<file path="src/rtl/mmu_pkg.sv">
// Shared definitions for MMU port clients: reader FSM states and the
// memory map region sizes with their derived base addresses.
package mmu_pkg;

  typedef enum logic [1:0] {
    ST_IDLE  = 2'd0,
    ST_FETCH = 2'd1,
    ST_DRAIN = 2'd2
  } state_t;

  localparam int CPURAM_SIZE = 3072;
  localparam int GPUBUF_SIZE = 3072;
  localparam int DSPBUF_SIZE = 1024;
  localparam int DSPRAM_SIZE = 3072;

  localparam int CPURAM_BASE = 0;
  localparam int GPUBUF_BASE = CPURAM_BASE + CPURAM_SIZE;
  localparam int DSPBUF_BASE = GPUBUF_BASE + GPUBUF_SIZE;
  localparam int DSPRAM_BASE = DSPBUF_BASE + DSPBUF_SIZE;

endpackage

</file>
<file path="src/rtl/stream_fifo.sv">
// Small synchronous FIFO with occupancy count and a synchronous flush.
// Read data is taken straight from the head slot, so a word written at
// one edge is visible on rdata in the following cycle.
module stream_fifo #(
  parameter int WIDTH = 16,
  parameter int DEPTH = 4
) (
  input  logic                       clk,
  input  logic                       rst_n,
  input  logic                       flush,
  input  logic                       push,
  input  logic                       pop,
  input  logic [WIDTH-1:0]           wdata,
  output logic [WIDTH-1:0]           rdata,
  output logic [$clog2(DEPTH):0]     count,
  output logic                       full,
  output logic                       empty
);

  localparam int AW = $clog2(DEPTH);

  logic [WIDTH-1:0] mem [DEPTH];
  logic [AW-1:0]    wr_ptr;
  logic [AW-1:0]    rd_ptr;
  logic             do_push;
  logic             do_pop;

  assign full    = (count == (AW+1)'(DEPTH));
  assign empty   = (count == '0);
  assign do_push = push & ~full & ~flush;
  assign do_pop  = pop & ~empty & ~flush;
  assign rdata   = mem[rd_ptr];

  // Pointer and occupancy bookkeeping; flush discards everything held.
  always_ff @(posedge clk or negedge rst_n) begin
    if (!rst_n) begin
      wr_ptr <= '0;
      rd_ptr <= '0;
      count  <= '0;
    end else if (flush) begin
      wr_ptr <= '0;
      rd_ptr <= '0;
      count  <= '0;
    end else begin
      if (do_push) wr_ptr <= wr_ptr + 1'b1;
      if (do_pop)  rd_ptr <= rd_ptr + 1'b1;
      case ({do_push, do_pop})
        2'b10:   count <= count + 1'b1;
        2'b01:   count <= count - 1'b1;
        default: count <= count;
      endcase
    end
  end

  // Storage array; contents need no reset because count gates visibility.
  always_ff @(posedge clk) begin
    if (do_push) mem[wr_ptr] <= wdata;
  end

endmodule

</file>
<file path="src/rtl/mmu_stream_reader.sv">
// Walks LENGTH consecutive MMU addresses starting at BASE through one MMU
// read port, one word per granted request, and re-presents the fetched
// words as a valid/ready stream through a small FIFO.
module mmu_stream_reader
  import mmu_pkg::*;
#(
  parameter int WORDSIZE   = 16,
  parameter int BASE       = GPUBUF_BASE,
  parameter int LENGTH     = GPUBUF_SIZE,
  parameter int FIFO_DEPTH = 4
) (
  input  logic                clk,
  input  logic                rst_n,
  input  logic                start,
  input  logic                abort,
  output logic                busy,
  output logic                done,
  output logic                mem_req,
  output logic [WORDSIZE-1:0] mem_addr,
  input  logic [WORDSIZE-1:0] mem_rdata,
  input  logic                mem_ready,
  output logic [WORDSIZE-1:0] out_data,
  output logic                out_valid,
  input  logic                out_ready
);

  localparam int IDX_W = $clog2(LENGTH + 1);
  localparam int CNT_W = $clog2(FIFO_DEPTH) + 1;

  state_t              state;
  logic [IDX_W-1:0]    idx;
  logic [WORDSIZE-1:0] addr_q;
  logic [CNT_W-1:0]    fifo_count;
  logic                fifo_full;
  logic                fifo_empty;
  logic                capture;
  logic                push;
  logic                pop;
  logic                last_pop;

  // A request is only raised while there is guaranteed room for its data,
  // so a granted word can always be pushed.
  assign mem_req   = (state == ST_FETCH) & ~fifo_full;
  assign mem_addr  = addr_q;
  assign capture   = mem_req & mem_ready;
  assign push      = capture & ~abort;
  assign out_valid = ~fifo_empty;
  assign pop       = out_valid & out_ready;
  // The run finishes as the final buffered word is handed downstream.
  assign last_pop  = (state == ST_DRAIN) & pop & (fifo_count == CNT_W'(1));

  stream_fifo #(
    .WIDTH (WORDSIZE),
    .DEPTH (FIFO_DEPTH)
  ) u_fifo (
    .clk   (clk),
    .rst_n (rst_n),
    .flush (abort),
    .push  (push),
    .pop   (pop),
    .wdata (mem_rdata),
    .rdata (out_data),
    .count (fifo_count),
    .full  (fifo_full),
    .empty (fifo_empty)
  );

  // Run control: state, word index, held request address and status flags.
  always_ff @(posedge clk or negedge rst_n) begin
    if (!rst_n) begin
      state  <= ST_IDLE;
      busy   <= 1'b0;
      done   <= 1'b0;
      idx    <= '0;
      addr_q <= WORDSIZE'(BASE);
    end else begin
      done <= 1'b0;
      if (abort) begin
        state  <= ST_IDLE;
        busy   <= 1'b0;
        idx    <= '0;
        addr_q <= WORDSIZE'(BASE);
      end else begin
        case (state)
          ST_IDLE: begin
            idx    <= '0;
            addr_q <= WORDSIZE'(BASE);
            if (start) begin
              state <= ST_FETCH;
              busy  <= 1'b1;
            end
          end
          ST_FETCH: begin
            if (capture) begin
              idx    <= idx + 1'b1;
              addr_q <= addr_q + 1'b1;
              if (idx == IDX_W'(LENGTH - 1)) state <= ST_DRAIN;
            end
          end
          ST_DRAIN: begin
            if (last_pop || fifo_empty) begin
              state <= ST_IDLE;
              busy  <= 1'b0;
              done  <= 1'b1;
            end
          end
          default: begin
            state <= ST_IDLE;
            busy  <= 1'b0;
          end
        endcase
      end
    end
  end

endmodule

</file>
<file path="config.mk">
export PLATFORM = sky130hd
export DESIGN_NAME = mmu_stream_reader
export DESIGN_NICKNAME = d
export VERILOG_FILES = /design/src/rtl/mmu_pkg.sv /design/src/rtl/stream_fifo.sv /design/src/rtl/mmu_stream_reader.sv
export SDC_FILE = /design/constraint.sdc
export NUM_CORES = 1
export LEC_CHECK = 0
export ABC_AREA = 1
export CORE_ASPECT_RATIO = 1.1
export CORE_MARGIN = 2
export CORE_UTILIZATION = 25
export DETAILED_ROUTE_END_ITERATION = 16
export PLACE_DENSITY_LB_ADDON = 0.3
export SLEW_MARGIN = 25
export SYNTH_ARGS = -nofsm -noshare
export SYNTH_HDL_FRONTEND = slang
export SYNTH_SLANG_ARGS = --single-unit
</file>
<file path="constraint.sdc">
create_clock -name clk -period 7.14 [get_ports clk]
set_input_delay 2.142 -clock clk [delete_from_list [all_inputs] [get_ports clk]]
set_output_delay 2.142 -clock clk [all_outputs]
set_load 0.01 [all_outputs]
</file>
; ---- Yosys cells after proc, flatten, opt, wreduce, memory -nomap -nowiden
; Memory sizes are Yosys's and may differ from the RTL's.
; Index checks and enable logic that the tools add are counted.
; W data, S select, Z words.
[op_classes]
addsub = 6
n_eq_ne = 12
n_mux = 27
n_bitwise = 13
reduce_logical = 10
[ops]
columns = op, n
row1 = $mux W16, 2
row2 = $pmux W16 S2, 1
row3 = $mux W12, 2
row4 = $pmux W12 S2, 1
row5 = $mux W2, 9
row6 = $add A16 B1 Y16 const B, 1
row7 = $add A12 B1 Y12 const B, 1
row8 = $eq A12 B12 Y1 const B, 1
row9 = $and A1 B1 Y1, 10
row10 = $mux W1, 8
row11 = $ne A3 B2 Y1 const B, 2
row12 = $ne A3 B3 Y1 const B, 2
row13 = $pmux W2 S3, 1
row14 = $pmux W3 S2, 1
row15 = $reduce_bool A3 Y1, 2
row16 = $add A2 B1 Y2 const B, 2
row17 = $eq A2 B1 Y1 const B, 2
row18 = $eq A2 B2 Y1 const B, 2
row19 = $reduce_and A4 Y1, 1
row20 = $reduce_bool A2 Y1, 2
row21 = $add A3 B1 Y3 const B, 1
row22 = $eq A3 B1 Y1 const B, 1
row23 = $eq A3 B3 Y1 const B, 1
row24 = $logic_not A3 Y1, 1
row25 = other kinds (9), 11
[totals]
regBits = 39
mem_bits_rw = 64
input_bits = 22
out_inout_bits = 36
word_cells = 77
mem_count = 1
[memory_table]
columns = memory, words, width, read_ports, rd_clocked_by_memory_dff, wr, line
row1 = u_fifo.mem, 4, 16, 1, 0, 1, stream_fifo.sv:22  ; logic [WIDTH-1:0] mem [DEPTH];

; ---- Logic depth before layout (Yosys ltp)
; Gate-level depths: netlist of run 1.
[logic_depth]
word_depth = 10
ltp_mapped = 11

; ---- Modules after synthesis
; Synthesis of run 1 repeated with hierarchy kept, for this count alone.
[hier_totals]
hier_cells = 497
hier_area_um2 = 4817.1
[by_module_without_submodules]
columns = module, n_inst, cells_each, area_each_um2
row1 = stream_fifo, 1, 220, 2874.0
row2 = mmu_stream_reader, 1, 277, 1943.1

; ---- Least setup slack after synthesis of run 1
; Ideal clock, no wire load.
[synth_timing]
path_type = input-to-reg
start = in mem_ready
end = mem u_fifo.mem[0][0] (enable)
arrival_time_ns = 3.334
slack_ns = 3.417
path_stages = 4
path_cell_list = nand4_4 nor2_2 inv_1 nor2_1
[synth_via]
elab_chain_len = 6
[synth_rtl]
columns = item, line
row1 = "start, declared", mmu_stream_reader.sv:21  ; input logic mem_ready,
row2 = $and A1 B1 Y1, mmu_stream_reader.sv:45  ; assign capture = mem_req & mem_ready;
row3 = $and A1 B1 Y1, mmu_stream_reader.sv:46  ; assign push = capture & ~abort;
row4 = $and A1 B1 Y1 (2 in series), stream_fifo.sv:30  ; assign do_push = push & ~full & ~flush;
row5 = $mux W1, stream_fifo.sv:57  ; if (do_push) mem[wr_ptr] <= wdata;
row6 = $mux W1 (not written as such), stream_fifo.sv:57
row7 = "end, declared", stream_fifo.sv:22
; No other way between the ends.

; ---- Worst setup path after layout of run 1
[layout_timing]
start = reg u_fifo.rd_ptr[1]
end = out out_data[4]
[layout_via]
elab_chain_len = 1
[layout_rtl]
columns = item, line
row1 = "start, declared", stream_fifo.sv:24  ; logic [AW-1:0] rd_ptr;
row2 = "start signal, assigned", stream_fifo.sv:46  ; if (do_pop) rd_ptr <= rd_ptr + 1'b1;
row3 = $mem_v2 Z4 W16, -
row4 = "end, declared", mmu_stream_reader.sv:22  ; output logic [WORDSIZE-1:0] out_data,
; No other way between the ends.

==> metrics.md, run 1 <==
| Metric | Value |
|---|---|
| Most frequent cells in the layout | nor2_1, nand2_1, edfxtp_1 |
| Leakage | between 2 and 2.5 nW |
| CTS clk-pin slew, worst paths | 0.07 ns |
| Hold Crit Class | reg2reg |
| Slew HR | 39.96% |
| Worst hold path endpoint | u_fifo.count[1] |
| Routability cong. | between 0.7 and 0.8 |
| Die Area | 0.01947 mm2 |
| Number of I/O port buffers | 57 |
| Clock H-tree levels | 3 |
| Die Wd | ~130 um |
| Register area share after synthesis | 63.14% |
| Worst Skew | 0.007844 ns |
| Pre-antenna DRT Iters | 4 |
| Period utilization | 65.37% |
| Post-DRT Antenna Nets | 0 |
| CTS Hold Bufs | 0 |
| Overflow after GRT | 0 |
| Initial Util | roughly a quarter |
| CTS resizes | 0 |
| Die Ht | 146.2 um |
| Design area | 0.005725 mm2 |
| Netlist cell types | 32 |
| Hold Vio Cnt, Final | 0 |
| Post-Syn Area | 0.004593 mm2 |
| Commonest non-fill, non-tap cell in the layout | nor2_1 |
| RSZ-0062 raised after global routing | false |
| Dpl hpwl | 6.917 mm |
| Endpoint of the lowest-slack register-to-register path | u_fifo.mem[0][2] |
| Vias in the first global route | 3279 |
| Area Overhead vs Synth | 24.65% |
| Total CTS buffers | 9 |
| Worst skew pair latency | between 0.3 and 0.4 ns |
| Fmax achieved | 0.2143 GHz |
| Area contributors post-synth | edfxtp_1, dfrtp_1, o21ai_0 |
| PwrDens | ~250 mW/mm2 |
| R2r worst-path depth | 8 |
| TritonCTS clock tree | yes |
| VDD IR max | 0.1031 mV |
| Synth top area share | 41.84% |
| Overall Global Routing Usage | 11.01% |
| Actual slew at the worst max-slew pin | between 0.8 and 0.9 ns |
| Post-DP Area | 0.005436 mm2 |
| Hold slack | 0.5150 ns |
| Max cap viols | 0 |
| Layout cells sized above 1 | under 10% |
| Initial antenna violation count | 0 |
| Vias | about 3400 |
| Layout Nets | 545 |
| R2R Setup Slk | ~4.8 ns |
| Seq cells post-synth | 103 |
| Post-route DRC | 0 |
| Core area | ~0.018 mm2 |
| Hold_sp | u_fifo.count[1] |
| Endpoint type of the worst setup path | primary output |
| Worst flop-to-flop path startpoint | u_fifo.count[0] |
| Post-CTS setup buffers | 0 |
| Final min period | 4.667 ns |
| Worst EP arrival | 2.53 ns |
| Synth Instances | 453 |
| Syn avg cell area | 10.14 um2 |
| CTS Buffer Depth | 2 |
| Ports | 58 |
| Largest net degree at the start of global routing | 40 |
| Final setup violation count | 0 |
| Routed WL | between 10 and 15 mm |
| Fillers | 1914 |
| Via density | 4.436 |
| Crit path kind | reg2out |
| Initial DRC Count | 256 |
| Setup total negative slack | 0 ns |
| Startpoint Class | flop |
| CP required | 5.00 ns |
| Wire per inst | 13.80 um |
| CTS root buffer | clkbuf_16 |
| Diode count | 0 |
| Syn nets | ~490 |
| Hold path cells | 2 |
| Rows | 52 |
| Post-synthesis cell type with the largest combined area | edfxtp_1 |
| Sink Count | roughly 100 |
| Yosys synthesis warning count | 0 |
| Pins Over Slew Limit | 0 |
| Critical Path Fanout Max | 18 |
| First-pass GRT wire length | roughly 17 mm |
| Status | finished, final reports clean |
Yosys cell counts:
cell      instances
o21a_1            2
nand2_1          68
dfstp_2           2
nor2_1           72
inv_2             2
a31oi_1           2
nand3b_1          1
ha_1             10
dfrtp_1          37
nor2_2            1
nand4_4           1
a21oi_1          11
buf_6             2
a211oi_1          1
o21a_2            1
and3_1            1
clkbuf_1         11
o22ai_1          16
o21ai_1           1
o21ai_0          55
nand4_1           9
o21bai_1          5
nand3_2           1
edfxtp_1         64
nand3_1          15
nand2_2           1
nor3_1            5
a22o_1            1
xnor2_1           1
inv_1            49
a21oi_2           1
nor3b_1           4
state kept, by name, indices dropped and copies added, names as in the netlist:
register / cells
done: 1
u_fifo.rd_ptr: 2
u_fifo.mem: 64
state: 2
busy: 1
u_fifo.wr_ptr: 2
u_fifo.count: 3
idx: 12
mem_addr: 16
metal layers:
| metal | global-route usage [%] | part of all wire, % |
|---|---|---|
| met5 | 0 | 0 |
| met4 | 3.777 | 1.2 |
| met3 | 2.604 | 4.8 |
| met2 | 17.85 | 47 |
| met1 | 14.48 | 47 |
final cells by class:
type / instances / area [um2] / area share, %
Timing Repair Buffer: 62 / 605.6 / 10.58
Multi-Input combinational cell: 286 / 1438 / 25.11
Clock buffer: 9 / 225.2 / 3.934
Inverter: 51 / 191.4 / 3.344
Sequential cell: 103 / 2900 / 50.66
Clock inverter: 7 / 61.31 / 1.071
Tap cell: 243 / 304.0 / 5.310
power by group:
group,internal [mW],switching (mW)
registers,0.651,0.0173
clock network,0.245,0.238
logic,0.116,0.156
total,1.01,0.411
cells by family after synthesis:
logic type                 after synthesis  share of synthesized area, %
and+or+nand+nor                        179                         16.75
DFF                                    103                         63.14
AOI/OAI and AO/OA                       96                         11.63
buffers and inverters                   64                         5.557
adders and majority gates               10                         2.724
xor gates and xnor gates                 1                        0.1907
stage by stage:
| step | power [mW] | setup WS, ns | cells | utilization [%] |
|---|---|---|---|---|
| 2_1_floorplan | 0.8257 | 3.417 | 453 | - |
| 5_1_grt | 1.498 | 2.235 | 761 | 31.43 |
| 3_3_place_gp | 0.9508 | 2.771 | 745 | 29.84 |
| 4_1_cts | 1.447 | 2.412 | 761 | 31.41 |
| 3_5_place_dp | 0.9567 | 2.801 | 745 | 29.84 |
| 6_report | 1.423 | 2.473 | 761 | 31.43 |
critical path, stage by stage, from the launching register on:
cell             delay, ns
dfrtp_1               0.61
inv_1                 0.56
o21ai_0               0.19
o22ai_1               0.23
clkdlybuf4s50_1       0.59
how the worst max path moves through the flow:
stage | start | endpoint | slack, ns | cells past startpoint
4_1_cts | u_fifo.rd_ptr[1] | out_data[15] | 2.41 | 4
5_1_grt | u_fifo.rd_ptr[0] | out_data[13] | 2.24 | 4
3_5_place_dp | u_fifo.rd_ptr[1] | out_data[15] | 2.80 | 4
2_1_floorplan | mem_ready | u_fifo.mem[0][0] | 3.42 | 4
6_report | u_fifo.rd_ptr[1] | out_data[4] | 2.47 | 4
3_3_place_gp | u_fifo.rd_ptr[1] | out_data[15] | 2.77 | 4
Power figures use the tool's default switching activity.
==> run 2: changes to the inputs <==
==> constraint.sdc (replaced) <==
create_clock -name clk -period 4.55 [get_ports clk]
set_input_delay 1.365 -clock clk [delete_from_list [all_inputs] [get_ports clk]]
set_output_delay 1.365 -clock clk [all_outputs]
set_load 0.01 [all_outputs]
==> metrics.md, run 2 (synthesized netlist as in run 1, its figures left out) <==
| Metric | Value |
|---|---|
| Status | finished, final reports clean (unchanged) |
| Top reg by flops | u_fifo.mem (unchanged) |
| Ports | 58 (unchanged) |
| CTS Buffer Depth | 2 (unchanged) |
| Wire per inst | 13.44 um (was 13.80 um) |
| Post-DRT Antenna Nets | 0 (unchanged) |
| Routed WL | 10.24 mm (was 10.50 mm) |
| Slew HR | 40.25% (was 39.96%) |
| Cells after DPL | 746 (was 745) |
| Leakage | 2.198 nW (was 2.191 nW) |
| Overflow after GRT | 0 (unchanged) |
| Area Overhead vs Synth | 25.01% (was 24.65%) |
| Worst skew pair latency | 0.35 ns (about the same) |
| WL met2 | 4.763 mm (was 4.920 mm) |
| CTS clk-pin slew, worst paths | 0.07 ns (about the same) |
| Area of the multi-input gates | 0.001438 mm2 (unchanged) |
| TritonCTS clock tree | yes (unchanged) |
| Dpl hpwl | 6.727 mm (was 6.917 mm) |
| Setup total negative slack | 0 ns (unchanged) |
| RSZ-0062 raised after global routing | false (unchanged) |
| Rows | 52 (unchanged) |
| Reg area | 0.002900 mm2 (unchanged) |
| Met1 Wirelength | 4.774 mm (was 4.952 mm) |
| Final setup violation count | 0 (unchanged) |
| Period utilization | a little over four fifths |
| Hold Crit Class | reg2reg (unchanged) |
| Post-route DRC | 0 (unchanged) |
| Pins Over Slew Limit | 0 (unchanged) |
| Number of I/O port buffers | 57 (unchanged) |
| Max reg flops | 64 (unchanged) |
| VDD IR max | 0.2070 mV (was 0.1031 mV) |
| Vias in the first global route | 3309 (was 3279) |
| Fillers | 1879 (was 1914) |
| Commonest non-fill, non-tap cell in the layout | nor2_1 (unchanged) |
| Max cap viols | 0 (unchanged) |
| Most frequent cells in the layout | nor2_1, nand2_1, edfxtp_1 (unchanged) |
| Die Wd | 133.2 um (unchanged) |
| Initial DRC Count | 304 (was 256) |
| Startpoint Class | flop (unchanged) |
| Die Area | 0.01947 mm2 (unchanged) |
| Pre-antenna DRT Iters | 4 (unchanged) |
| Worst Skew | 0.007153 ns (was 0.007844 ns) |
| CTS resizes | 0 (unchanged) |
| Actual slew at the worst max-slew pin | 0.8907 ns (was 0.8950 ns) |
| Routability cong. | 0.8139 (was 0.7674) |
| Final min period | between 3 and 4 ns |
| CTS Hold Bufs | 0 (unchanged) |
| Sink Count | 103 (unchanged) |
| Post-CTS setup buffers | 0 (unchanged) |
| Via density | 4.462 (was 4.436) |
| Core area | 0.01822 mm2 (unchanged) |
| Critical Path Fanout Max | 33 (was 18) |
| First-pass GRT wire length | 16.81 mm (was 16.84 mm) |
| Uppermost layer routed | met4 (unchanged) |
| Crit path kind | reg2out (unchanged) |
| CP required | 3.18 ns (was 5.00 ns) |
| Fmax achieved | between 0.2 and 0.3 GHz |
| CTS root buffer | clkbuf_16 (unchanged) |
| Total CTS buffers | 9 (unchanged) |
| Initial antenna violation count | 0 (unchanged) |
| Finished Layout Cells | 762 (was 761) |
| Initial Util | 25.21% (unchanged) |
| WL met3 | 556 um (was 501 um) |
| Layout cells sized above 1 | 6.166% (was 6.178%) |
| Layout Nets | 546 (was 545) |
| Endpoint type of the worst setup path | primary output (unchanged) |
| Clock H-tree levels | 3 (unchanged) |
| Overall Global Routing Usage | 11.07% (was 11.01%) |
| Worst EP arrival | 2.49 ns (was 2.53 ns) |
| Vias | 3400 (was 3376) |
| PwrDens | 390.8 mW/mm2 (was 248.6 mW/mm2) |
| Largest net degree at the start of global routing | 40 (unchanged) |
| Die Ht | 146.2 um (unchanged) |
| Diode count | 0 (unchanged) |
| Hold Vio Cnt, Final | 0 (unchanged) |
run 2: cell count changes in the layout (fill, tap and decap cells not counted), sizes merged:
cell / previous run / this run
inv: 55 / 51
clkinv: 2 / 4
buf: 6 / 7
bufinv: 0 / 1
clkbuf: 9 / 10
run 2: layer usage:
layer  global-route usage (%)  vias up
met2                    18.13       85
met1                    13.81     1632
met4                    4.362        0
met5                        0        -
li1                         -     1673
met3                    3.194       10
run 2: worst max-delay path, cell delays in order (launching register included):
cell	delay, ns
dfrtp_1	0.35
clkinv_1	0.69
o21ai_0	0.42
o22ai_1	0.16
clkdlybuf4s50_1	0.51
run 2: final cells by class:
class | count | share of cell area (%)
sequential | 103 | 50.51
timing repair buffer | 63 | 10.63
clock buffer | 10 | 3.988
multi-input combinational | 286 | 25.04
inverter | 51 | 3.334
tap | 243 | 5.295
clock inverter | 6 | 1.199
run 2: path summary, 6_finish.rpt:
check,start,to,slack (ns),depth (start not counted)
setup / recovery,u_fifo.rd_ptr[0],out_data[15],0.69,4
hold / removal,idx[4],idx[4],0.52,2
setup reg to reg,u_fifo.count[0],u_fifo.mem[0][15],2.17,8
hold reg to reg,idx[4],idx[4],0.52,2
max in group asynchronous,rst_n,u_fifo.wr_ptr[1],2.85,1
min in group asynchronous,rst_n,mem_addr[9],1.14,1
run 2: power by group:
group / total (mW) / leakage (nW) / internal, mW / switching [mW]
sequential: 1.04 / 1.11 / 1.02 / 0.0202
clock: 0.771 / 0.143 / 0.430 / 0.342
combinational: 0.431 / 0.948 / 0.183 / 0.247
total: 2.24 / 2.20 / 1.63 / 0.609
run 2: metrics by stage:
step                power (mW)  setup WS (ns)  utilization (%)  hold WS [ns]  instance area (um2)
CTS                      2.282         0.6296            31.52        0.5227                 5742
global placement         1.492          1.049            29.88        0.5070                 5444
finish                   2.244         0.6925            31.52        0.5202                 5742
global route             2.371         0.4275            31.52        0.5517                 5742
detailed placement       1.499          1.018            29.88        0.5073                 5444
floorplan                1.296          1.604                -        0.4746                 4593
